### src/rtl/ddr_cmd_pkg.sv
// Shared definitions for the DDR command scheduler.
// Holds the FSM state encoding, the default beat and chunk sizes, and the
// descriptor record layout that is used at the default widths
// (64-bit address, 32-bit byte count).
package ddr_cmd_pkg;

  typedef enum logic [1:0] {
    S_IDLE,
    S_ISSUE,
    S_ARM,
    S_WAIT
  } state_t;

  localparam int DEF_BEAT_BYTES  = 32;
  localparam int DEF_CHUNK_BYTES = 4096;

  localparam int DESC_ADDR_W  = 64;
  localparam int DESC_BYTES_W = 32;

  typedef struct packed {
    logic [DESC_ADDR_W-1:0]  addr;
    logic [DESC_BYTES_W-1:0] bytes;
    logic                    write;
  } desc_t;

endpackage

### src/rtl/ddr_desc_fifo.sv
// Synchronous register FIFO for transfer descriptors.
// Ports:
//   clk, rst_n   - clock, synchronous active-low reset (flushes the FIFO)
//   push, wdata  - write request and data (ignored when full)
//   pop          - read request (ignored when empty)
//   rdata        - head entry, valid whenever empty is low (show-ahead)
//   full, empty  - occupancy flags
// DEPTH must be a power of two and at least 2.
module ddr_desc_fifo #(
  parameter int DW    = 97,
  parameter int DEPTH = 4
) (
  input  logic          clk,
  input  logic          rst_n,
  input  logic          push,
  input  logic [DW-1:0] wdata,
  input  logic          pop,
  output logic [DW-1:0] rdata,
  output logic          full,
  output logic          empty
);

  localparam int AW = $clog2(DEPTH);

  logic [DW-1:0] mem [DEPTH];
  logic [AW-1:0] wr_ptr;
  logic [AW-1:0] rd_ptr;
  logic [AW:0]   count;
  logic          do_push;
  logic          do_pop;

  assign full    = (count == (AW+1)'(DEPTH));
  assign empty   = (count == '0);
  assign do_push = push && !full;
  assign do_pop  = pop && !empty;
  assign rdata   = mem[rd_ptr];

  always_ff @(posedge clk) begin
    if (do_push) begin
      mem[wr_ptr] <= wdata;
    end
  end

  always_ff @(posedge clk) begin
    if (!rst_n) begin
      wr_ptr <= '0;
      rd_ptr <= '0;
      count  <= '0;
    end else begin
      if (do_push) begin
        wr_ptr <= wr_ptr + AW'(1);
      end
      if (do_pop) begin
        rd_ptr <= rd_ptr + AW'(1);
      end
      if (do_push && !do_pop) begin
        count <= count + (AW+1)'(1);
      end else if (!do_push && do_pop) begin
        count <= count - (AW+1)'(1);
      end
    end
  end

endmodule

### src/rtl/ddr_cmd_sched.sv
// Upstream command scheduler for the AXI DDR data mover.
// Queues transfer descriptors, splits each into chunks of at most CHUNK_BYTES
// and strobes them one at a time to the mover, waiting for the mover's idle
// between chunks. Pulses desc_done once per descriptor.
// Ports:
//   clk, rst_n                          - clock, synchronous active-low reset
//   init_cmptd                          - DDR calibration done; gates new pops
//   desc_valid/desc_ready               - descriptor handshake (ready = !full)
//   desc_addr, desc_bytes, desc_write   - descriptor fields
//   ddr_st_addr_out, ddr_len, cmd_type  - chunk fields, held until next issue
//   ddr_conf                            - one-cycle chunk start strobe
//   idle                                - mover fully idle
//   desc_done                           - one-cycle descriptor completion pulse
//   busy                                - queue non-empty or FSM active
// Optional: define DDR_CMD_SCHED_PERF_EN to add perf_busy_cycles (saturating
// count of active FSM cycles) and perf_desc_count (wrapping done count).
module ddr_cmd_sched
  import ddr_cmd_pkg::*;
#(
  parameter int C_AXI_ADDR_WIDTH = 64,
  parameter int SINGLE_LEN       = 24,
  parameter int TOTAL_LEN        = 32,
  parameter int CHUNK_BYTES      = DEF_CHUNK_BYTES,
  parameter int BEAT_BYTES       = DEF_BEAT_BYTES,
  parameter int QDEPTH           = 4
) (
  input  logic                        clk,
  input  logic                        rst_n,
  input  logic                        init_cmptd,
  input  logic                        desc_valid,
  output logic                        desc_ready,
  input  logic [C_AXI_ADDR_WIDTH-1:0] desc_addr,
  input  logic [TOTAL_LEN-1:0]        desc_bytes,
  input  logic                        desc_write,
  output logic [C_AXI_ADDR_WIDTH-1:0] ddr_st_addr_out,
  output logic [SINGLE_LEN-1:0]       ddr_len,
  output logic                        ddr_conf,
  output logic                        cmd_type,
  input  logic                        idle,
  output logic                        desc_done,
  output logic                        busy
`ifdef DDR_CMD_SCHED_PERF_EN
  ,
  output logic [31:0]                 perf_busy_cycles,
  output logic [15:0]                 perf_desc_count
`endif
);

  localparam int DW = C_AXI_ADDR_WIDTH + TOTAL_LEN + 1;
  localparam logic [TOTAL_LEN-1:0] BEAT_MASK  = ~TOTAL_LEN'(BEAT_BYTES - 1);
  localparam logic [TOTAL_LEN-1:0] CHUNK_MAX  = TOTAL_LEN'(CHUNK_BYTES);

  state_t                      state;
  logic [C_AXI_ADDR_WIDTH-1:0] cur_addr;
  logic [TOTAL_LEN-1:0]        rem_bytes;
  logic                        cur_write;
  logic [TOTAL_LEN-1:0]        chunk_len;

  logic                        fifo_full;
  logic                        fifo_empty;
  logic                        fifo_push;
  logic                        fifo_pop;
  logic [DW-1:0]               fifo_wdata;
  logic [DW-1:0]               fifo_rdata;
  logic [C_AXI_ADDR_WIDTH-1:0] head_addr;
  logic [TOTAL_LEN-1:0]        head_bytes;
  logic                        head_write;

  assign desc_ready = !fifo_full;
  assign fifo_push  = desc_valid && !fifo_full;
  // Byte counts are rounded down to whole beats on entry to the queue.
  assign fifo_wdata = {desc_addr, desc_bytes & BEAT_MASK, desc_write};
  assign {head_addr, head_bytes, head_write} = fifo_rdata;
  assign fifo_pop   = (state == S_IDLE) && !fifo_empty && init_cmptd && idle;
  assign busy       = !fifo_empty || (state != S_IDLE);

  ddr_desc_fifo #(
    .DW    (DW),
    .DEPTH (QDEPTH)
  ) u_fifo (
    .clk   (clk),
    .rst_n (rst_n),
    .push  (fifo_push),
    .wdata (fifo_wdata),
    .pop   (fifo_pop),
    .rdata (fifo_rdata),
    .full  (fifo_full),
    .empty (fifo_empty)
  );

  always_comb begin
    chunk_len = rem_bytes;
    if (rem_bytes > CHUNK_MAX) begin
      chunk_len = CHUNK_MAX;
    end
  end

  always_ff @(posedge clk) begin
    if (!rst_n) begin
      state           <= S_IDLE;
      cur_addr        <= '0;
      rem_bytes       <= '0;
      cur_write       <= 1'b0;
      ddr_conf        <= 1'b0;
      desc_done       <= 1'b0;
      ddr_st_addr_out <= '0;
      ddr_len         <= '0;
      cmd_type        <= 1'b0;
    end else begin
      ddr_conf  <= 1'b0;
      desc_done <= 1'b0;
      case (state)
        S_IDLE: begin
          if (fifo_pop) begin
            cur_addr  <= head_addr;
            rem_bytes <= head_bytes;
            cur_write <= head_write;
            // Empty descriptors complete immediately without touching the mover.
            if (head_bytes == '0) begin
              desc_done <= 1'b1;
            end else begin
              state <= S_ISSUE;
            end
          end
        end
        S_ISSUE: begin
          ddr_conf        <= 1'b1;
          ddr_st_addr_out <= cur_addr;
          ddr_len         <= SINGLE_LEN'(chunk_len);
          cmd_type        <= cur_write;
          cur_addr        <= cur_addr + C_AXI_ADDR_WIDTH'(chunk_len);
          rem_bytes       <= rem_bytes - chunk_len;
          state           <= S_ARM;
        end
        // The mover only drops idle after seeing the strobe, so idle is
        // not trusted for one cycle here.
        S_ARM: begin
          state <= S_WAIT;
        end
        S_WAIT: begin
          if (idle) begin
            if (rem_bytes != '0) begin
              state <= S_ISSUE;
            end else begin
              desc_done <= 1'b1;
              state     <= S_IDLE;
            end
          end
        end
        default: begin
          state <= S_IDLE;
        end
      endcase
    end
  end

`ifdef DDR_CMD_SCHED_PERF_EN
  always_ff @(posedge clk) begin
    if (!rst_n) begin
      perf_busy_cycles <= '0;
      perf_desc_count  <= '0;
    end else begin
      if ((state != S_IDLE) && (perf_busy_cycles != '1)) begin
        perf_busy_cycles <= perf_busy_cycles + 32'd1;
      end
      if (desc_done) begin
        perf_desc_count <= perf_desc_count + 16'd1;
      end
    end
  end
`endif

endmodule

### config.mk
export PLATFORM = sky130hd
export DESIGN_NAME = ddr_cmd_sched
export DESIGN_NICKNAME = d
export VERILOG_FILES = /design/src/rtl/ddr_cmd_pkg.sv /design/src/rtl/ddr_desc_fifo.sv /design/src/rtl/ddr_cmd_sched.sv
export SDC_FILE = /design/constraint.sdc
export NUM_CORES = 1
export LEC_CHECK = 0
export ABC_CLOCK_PERIOD_IN_PS = 4690
export BUFFER_PORTS_ARGS = -buffer_cell sky130_fd_sc_hd__buf_2
export CAP_MARGIN = 20
export CORE_ASPECT_RATIO = 0.5
export CORE_MARGIN = 1.5
export CORE_UTILIZATION = 50
export DETAILED_ROUTE_END_ITERATION = 10
export GPL_TIMING_DRIVEN = 0
export PLACE_DENSITY = 0.71
export SETUP_SLACK_MARGIN = 0.5
export SLEW_MARGIN = 30
export SYNTH_ARGS = -nofsm -noshare
export SYNTH_HDL_FRONTEND = slang
export SYNTH_SLANG_ARGS = --single-unit
### constraint.sdc
create_clock -name clk -period 4.69 [get_ports clk]
set_input_delay 0.938 -clock clk [delete_from_list [all_inputs] [get_ports clk]]
set_output_delay 0.938 -clock clk [all_outputs]
set_load 0.02 [all_outputs]
== Word-level counts from Yosys, hierarchy flattened ==
Memory sizes are Yosys's and may differ from the RTL's. A register that Yosys moved wholly into a read port is not among the register bits.
Index checks and enable logic that the tools add are counted.
Cells by class
  add/sub/neg operators: 6
  $lt $le $gt $ge: 1
  equality and inequality tests: 7
  muxes and demuxes: 22
  reduce and logical (&&, ||, !) cells: 23
Operators with widths (number)
  64-bit one-hot mux with 2 select lines: 1
  64-bit by 32-bit adder with 64-bit output: 1
  32-bit 2-to-1 mux: 2
  64-bit 2-to-1 mux: 1
  32-bit one-hot mux with 2 select lines: 1
  32-bit by 13-bit greater-than comparator with 1-bit output (second input constant): 1
  32-bit logical NOT: 1
  32-bit nonzero test: 1
  32-bit subtractor: 1
  2-bit 2-to-1 mux: 5
  1-bit logical AND: 8
  1-bit 2-to-1 mux: 8
  2-bit one-hot mux with 4 select lines: 1
  3-bit 2-to-1 mux: 2
  2-bit nonzero test: 3
  2-bit by 1-bit adder with 2-bit output (second input constant): 2
  2-bit == test (second input constant): 2
  1-bit logical NOT: 4
  2-bit != test (second input constant): 2
  2-bit AND reduction: 2
  3-bit by 1-bit adder with 3-bit output (second input constant): 1
  3-bit == test (second input constant): 1
  3-bit logical NOT: 1
  3-bit AND reduction: 1
  other kinds (6): 6
Storage, ports and cells
  bits in registers: 197
  bits in writable memories: 368
  bits of input ports: 102
  word-level logic and storage cells: 72
  memories kept: 1
Memory list
  u_fifo.mem: words 4, width 92, read ports 1, clocked after memory_dff 1, wr ports 1, line ddr_desc_fifo.sv:25  | logic [DW-1:0] mem [DEPTH];

== Longest topological paths before layout ==
Gate-level depths: netlist of the first run.
  depth after elaboration: 9
  depth in mapped cells: 19
  gate-level depth less buffers: 15

== Hierarchy ==
From an unflattened synthesis of the first run, not the netlist that was laid out.
Unflattened totals
  cell total of the unflattened synthesis: 1872
  area total of the unflattened synthesis: 25081.6 µm²
Modules (own cells, without submodules)
  ddr_desc_fifo: instances 1, cells an instance 555, area each 14456.4 µm², seq. area each 11831.3 µm²
  ddr_cmd_sched: instances 1, cells an instance 1317, area each 10625.2 µm², seq. area each 3803.6 µm²

== Worst setup path before layout of the first run ==
Ideal clock, no wire load.
  path type: register -> register
  start: register rem_bytes[18]
  end: register cur_addr[46]
  data arrival time: 4968 ps
  required time: 4620 ps
  path slack: -348 ps
  cell stages (with the launch flop): 20
  buffers on the path: 4
  clock period less this slack: 5038 ps
  path through: dfxtp_1 -> buf_6 -> or4_4 -> or4_4 -> or4_1 -> buf_2 -> a21oi_4 -> clkbuf_1 -> and2_1 -> ha_1 -> fa_1 -> a21o_1 -> and3_1 -> o2111ai_1 -> a31oi_1 -> o2111ai_1 -> and2_0 -> clkbuf_1 -> or4b_2 -> a21oi_1
Between the ends
  cells in the longest elaborated chain, start to end: 4
Ends and longest elaborated chain
  start, declared: line ddr_cmd_sched.sv:55  | logic [TOTAL_LEN-1:0] rem_bytes;
  start signal, assigned: line ddr_cmd_sched.sv:116  | rem_bytes <= head_bytes;
  start signal, assigned: line ddr_cmd_sched.sv:132  | rem_bytes <= rem_bytes - chunk_len;
  32-bit by 13-bit greater-than comparator with 1-bit output: line ddr_cmd_sched.sv:93  | if (rem_bytes > CHUNK_MAX) begin
  32-bit 2-to-1 mux: line ddr_cmd_sched.sv:93
  named net chunk_len[0]: line ddr_cmd_sched.sv:57  | logic [TOTAL_LEN-1:0] chunk_len;
  64-bit by 32-bit adder with 64-bit output: line ddr_cmd_sched.sv:131  | cur_addr <= cur_addr + C_AXI_ADDR_WIDTH'(chunk_len);
  64-bit one-hot mux with 2 select lines: line ddr_cmd_sched.sv:112  | case (state)
  end signal, assigned: line ddr_cmd_sched.sv:115  | cur_addr <= head_addr;
  end signal, assigned: line ddr_cmd_sched.sv:131
  end, declared: line ddr_cmd_sched.sv:54  | logic [C_AXI_ADDR_WIDTH-1:0] cur_addr;
The timed path passes the listed nets, and every way through them passes these cells.
A chain may end at the register's enable or synchronous reset.

== Final worst setup path of the first run ==
  start: register rem_bytes[19]
  end: register cur_addr[49]
Same word-level chain as after synthesis.

==> results of run 1 <==
[metal layers]
| metal | vias up | routed length (um) |
|---|---|---|
| met3 | 118 | 7420 |
| met2 | 839 | 32600 |
| met5 | - | 34 |
| met1 | 8776 | 31600 |
| met4 | 2 | 1620 |
| li1 | 7722 | - |
[power by group]
part | internal [mW] | total, mW | switching [mW]
Sequential | 6.01 | 6.44 | 0.434
Combinational | 2.26 | 5.94 | 3.69
Clock | 2.22 | 4.11 | 1.89
[cell families after synthesis]
group | count (synthesis) | share of synthesized area, %
other | 1 | 0.0155
adder cells (fa/ha/maj) | 44 | 2.34
buffers and inverters | 130 | 2.14
flip-flops | 567 | 62.1
AND/OR/NAND/NOR | 529 | 10.4
XOR/XNOR | 33 | 1.19
multiplexers | 178 | 12.1
AO/OA/AOI/OAI | 350 | 9.64
[state kept, by name (all words and copies together) (netlist names), named ones only]
name and count:
cmd_type 1, cur_addr 64, cur_write 1, ddr_conf 1
ddr_len 24, ddr_st_addr_out 64, desc_done 1, rem_bytes 32
state 2, u_fifo.count 3, u_fifo.mem 368, u_fifo.rd_ptr 2
u_fifo.wr_ptr 2
[layout by cell type, fill, tap and decap left out, types with 43 or more instances in the layout]
cell type and instances:
buf_2 197, nand2_1 148, nor2_1 141, nand3_1 43, mux4_2 92, edfxtp_1 368
buf_4 49, mux2i_1 83, o21ai_0 57, clkbuf_1 85, clkbuf_16 51, a21oi_1 78
dfxtp_1 195
[what timing repair did]
action / CTS / global route
resized for setup: 72 / 56
endpoints found under the setup margin: 60 / 61
pin swaps: 38 / 32
buffers inserted: 29 / 21
cloned: 1 / 0
[tightest hold or removal path, cell delays in order, from the launching register on]
cell     delay (ns)
dfxtp_1        0.31
nand2_1        0.05
a21oi_1        0.05
[per-stage QoR]
stage                     worst slack, ns  hold slack (ns)
after floorplan                   -0.0116            0.436
after global placement             -0.811            0.450
after detailed placement           -0.698            0.459
after CTS                          -0.159            0.470
after global routing               -0.309            0.493
final                              -0.213            0.464
[final timing paths]
path                   to  cells past startpoint          start  slack [ns]
max          cur_addr[49]                     18  rem_bytes[19]       -0.21
min             cur_write                      2      cur_write        0.46
max reg2reg  cur_addr[49]                     18  rem_bytes[19]       -0.21
min reg2reg     cur_write                      2      cur_write        0.46
[cell type report]
class                           count  share of cell area (%)
Multi-Input combinational cell   1154                    32.8
Clock buffer                       65                    4.63
Clock inverter                     26                   0.907
Inverter                           22                   0.284
Sequential cell                   567                    51.7
Buffer                            108                    1.74
Timing Repair Buffer              247                    5.19
Antenna cell                        3                  0.0258
Tap cell                          638                    2.74
==> metrics.txt, run 1 <==
number of synthesized flops with an enable pin 368; layout cells sized above 1 about a quarter; Placed Instances 2685; crit share post-route 105%; Nets 2295; first-pass GRT wire length ~110000 um; met2 usage 43.9%; DIE AREA around 50000 sq um; clock latency on the worst-skew pair between 0.6 and 0.7 ns; critical path required time 5.19 ns; CTS root buf clkbuf_16; P per Cell Area 567 nW/um^2; Distinct cells, synth 74; Async SR Flop Fraction 0%; syn_area_per_cell ~13 sq um; Worst Setup Start Kind flip-flop; Initial Utilization between 50% and 60%; CTS max path bufs 3; max cap viols 0; fin area 29100 sq um; Peak VDD IR between 0.3 and 0.4 mV; grt total ovfl 0; DRT iter0 DRCs between 2000 and 2500; io pins 195; drt pass-1 iters 6; die width 314 um; fin util slightly above 60%; Static Leak 10.3 nW; antenna violations before repair 3; die height between 150 and 200 um; DRC viols 0; sequential area share after synthesis between 60% and 70%; RD Place Congestion 0.984; total number of vias 17500; CP max stage delay 0.52 ns; post-layout min period just under 5 ns; GR peak layer met2; fillers 3660; Worst Skew a little under 0.02 ns; CTS tree built; Bufs and invs on worst path 4; Tot GR Track Use 29.0%; Synth top cells by count edfxtp_1, dfxtp_1, nand2_1, nor2_1, a21oi_1; H-tree depth 2; violated checks negative setup slack; M1 GR Usage a little over two fifths; Hold Path Class flip-flop to flip-flop; largest net degree at the start of global routing between 40 and 50; hpwl dp about 51000 um; Seq. cell area ~15000 sq um; total power 16.5 mW; Area growth syn-to-layout 20.3%; Num CTS Buffers 49; count leader, synth edfxtp_1; Slew headroom roughly 14%; predominant post-synthesis flop cell edfxtp_1; final WL between 70000 and 80000 um; final slew viol count 0; Post-Syn Area 24200 sq um; CP Class flip-flop to flip-flop; Yosys reg bits 567; largest cells by area after synthesis edfxtp_1, dfxtp_1, mux4_2; clock sink total 567; Synth area leader edfxtp_1; status finished with violations; met3 usage 7.84%; port bufs ~190; vias in the first global route roughly 17000; Yosys top cell area share 45.6%; CP top delay family simple AND/OR/NAND/NOR gates; cell row count 56; final setup violating endpoints 31; hold buffer count at CTS 0; Setup TNS Final -2.77 ns; core area 47300 sq um; critical path cell sequence or4_4 > or4_4 > or4_4 > buf_6 > a21oi_4 > buf_4 > clkbuf_8 > and2_4 > ha_4 > o211ai_1 > a21oi_4 > a21oi_4 > nor3_4 > o2111ai_4 > and2_4 > clkbuf_8 > or4_1 > and3_1; Worst Slack Setup Final -0.213 ns; CP max stage cell or4_4; routed vias/inst approximately 6.2; Synth warnings 0; Post-DP Area 26500 sq um; non-filler instance count after layout between 2000 and 3000; critical path peak fanout 8; Reg clk slew, reported paths 0.08 ns; Multi-input gate area 9550 sq um; slew of the pin with the lowest slew margin between 1 and 1.5 ns; CP arrival 5.40 ns; Highest Clock Rate 204 MHz; Final Hold Fails 0; WL/cell 25.9 um; Setup crit end kind flip-flop; Antenna Violating Nets Remaining 0; Syn Inst Count 1832; RSZ-0062 raised after global routing yes
(Power assumes the default switching activity.)
==> run 2, diff against run 1 <==
- BUFFER_PORTS_ARGS: -buffer_cell sky130_fd_sc_hd__buf_2 -> -buffer_cell sky130_fd_sc_hd__buf_4
- CELL_PAD_IN_SITES_DETAIL_PLACEMENT: unset -> 1
- CELL_PAD_IN_SITES_GLOBAL_PLACEMENT: unset -> 1
- CORE_MARGIN: 1.5 -> unset
- CORE_UTILIZATION: 50 -> 45
- PLACE_DENSITY: 0.71 -> unset
- PLACE_DENSITY_LB_ADDON: unset -> 0.1
==> run 2 against run 1 <==
Effect of this change:
- the run still ends with negative setup slack left
- largest power group unchanged
- routed wire length increased by 8.9%
- clock skew increased by 0.0013 ns
- total power increased by 0.72%
- critical path depth decreased by 3
==> metrics.txt, run 2 (synthesis gave the netlist of run 1 again) <==
layout cells sized above 1 24.9% (-1.2 points); Hold Path Class flip-flop to flip-flop; slew of the pin with the lowest slew margin 1.46 ns (+0.169 ns); Antenna Violating Nets Remaining 0 (unchanged); non-filler instance count after layout 2879 (+1.7%); WHS Endpoint cur_write; clock latency on the worst-skew pair 0.61 ns (about the same); Worst Hold Path Cells 2 (unchanged); Setup TNS Final -4.99 ns (-2.22 ns); CP arrival 5.56 ns (+0.16 ns); first-pass GRT wire length 116000 um (+9.2%); max cap viols 0 (unchanged); status finished with violations; Peak VDD IR 0.307 mV (-14%); grt total ovfl 0 (unchanged); RR Startpoint rem_bytes[19]; cell row count 59 (+5.4%); CTS root buf clkbuf_16; final setup violating endpoints 29 (-6.5%); Final Hold Fails 0 (unchanged); FF-to-FF path depth 15 (-3); RR Endpoint cur_addr[46]; die height 166 um (+4.7%); Worst Skew 0.0206 ns (+0.00130 ns); critical path peak fanout 7 (-1); Placed Instances 2748 (+2.3%); final slew viol count 0 (unchanged); Largest regs u_fifo.mem: 368 flops, cur_addr: 64 flops, ddr_st_addr_out: 64 flops; Hold Crit Start cur_write; WL/cell 27.7 um (+7.0%); P per Cell Area 565 nW/um^2 (-0.35%); Area growth syn-to-layout 21.6%; routed vias/inst 6.10 (-1.0%); critical path startpoint rem_bytes[19]; fin util 56.0% (-5.6 points); largest net degree at the start of global routing 42 (+2.4%); Initial Utilization 46.1% (-5.1 points); Worst Slack Setup Final -0.331 ns (-0.118 ns); CP Class flip-flop to flip-flop; worst hold margin 0.470 ns (+0.00624 ns); Tot GR Track Use 28.8% (-0.12 points); io pins 195 (unchanged); hpwl dp 56400 um (+10%); final WL 79900 um (+8.9%); Highest Clock Rate 199 MHz (-2.4%); Setup crit end kind flip-flop; critical path required time 5.23 ns (+0.04 ns); largest register by flop count u_fifo.mem; die width 330 um (+5.0%); antenna violations before repair 3 (unchanged); CTS tree built; CTS max path bufs 3 (unchanged); RD Place Congestion 0.954 (-3.0%); Num CTS Buffers 49 (unchanged); DRC viols 0 (unchanged); Placement Setup Slack -0.804 ns (-0.106 ns); core area 52600 sq um (+11%); Seq. cell area 15000 sq um (unchanged); crit share post-route 107% (+2.5 points); total power 16.6 mW (+0.72%); Static Leak 10.3 nW (about the same); DIE AREA 54800 sq um (+10%); Nets 2283 (-0.52%); violated checks negative setup slack; Largest register FFs 368 (unchanged); clock sink total 567 (unchanged); Worst Setup Start Kind flip-flop; Slew headroom 2.69% (-11 points); fillers 5315 (+45%); commonest non-fill, non-tap cell in the layout edfxtp_1; FF-to-FF setup slack -0.33 ns (-0.12 ns); DRT iter0 DRCs 1858 (-18%); vias in the first global route 17500 (+5.9%); drt pass-1 iters 5 (-1); H-tree depth 2 (unchanged); # diodes 0 (-3); port bufs 188 (unchanged); Post-DP Area 27100 sq um (+2.2%); RSZ-0062 raised after global routing yes; fin area 29400 sq um (+1.1%); total number of vias 17600 (+0.68%); Multi-input gate area 9410 sq um (-1.5%); most frequent cells in the layout edfxtp_1, buf_4, dfxtp_1, nand2_1, nor2_1; Reg clk slew, reported paths 0.08 ns (about the same); post-layout min period 5.02 ns (+0.118 ns)
-- run 2: worst max path at each step --
| stage | slack (ns) | to | cells after the start |
|---|---|---|---|
| 2_1_floorplan | -0.01 | cur_addr[46] | 18 |
| 3_3_place_gp | -0.86 | u_fifo.mem[1][62] | 2 |
| 3_5_place_dp | -0.80 | cur_addr[60] | 16 |
| 4_1_cts | -0.24 | cur_addr[46] | 18 |
| 5_1_grt | -0.41 | cur_addr[46] | 18 |
| 6_report | -0.33 | cur_addr[46] | 15 |
-- run 2: timing repair --
item	in CTS	in global routing
gates cloned	1	0
buffers inserted	30	8
hold buffers	0	0
gates resized for setup	66	31
hold endpoints to repair	0	0
pin swaps	30	21
setup endpoints to repair	59	58
-- run 2: routing by layer --
| layer | global-route usage [%] | up-vias | wire [um] |
|---|---|---|---|
| li1 | - | 7680 | - |
| met1 | 45.4 | 9072 | 37500 |
| met3 | 4.22 | 110 | 5950 |
| met2 | 42.6 | 714 | 35000 |
| met5 | 0 | - | 0 |
| met4 | 5.21 | 0 | 1410 |
-- run 2: area by class of cell --
| cell class | count | area share, % |
|---|---|---|
| repair buffers | 235 | 6.50 |
| plain buffers | 108 | 1.72 |
| multi-input cells | 1154 | 32.0 |
| inverters | 22 | 0.281 |
| flip-flops and latches | 567 | 51.1 |
| clock inverters | 33 | 1.02 |
| well taps | 701 | 2.98 |
| clock buffers | 59 | 4.40 |
-- run 2: where the power goes --
part	total (mW)	internal, mW	leakage (nW)	switching (mW)
Combinational	6.04	2.24	4.55	3.79
Clock	4.12	2.17	0.787	1.95
Sequential	6.46	6.01	4.99	0.454
-- run 2: worst max-delay path: stages (launching register included) --
cell and delay, ns:
dfxtp_4 0.35, or4_4 0.52, or4_4 0.51, or4_4 0.51, buf_6 0.15, nand2b_2 0.30
ha_4 0.36, nand2_1 0.15, nor4_4 0.42, o2111ai_4 0.23, a31oi_4 0.34, o2111ai_4 0.19
and2_4 0.19, buf_8 0.12, or4b_4 0.48, a21oi_2 0.12
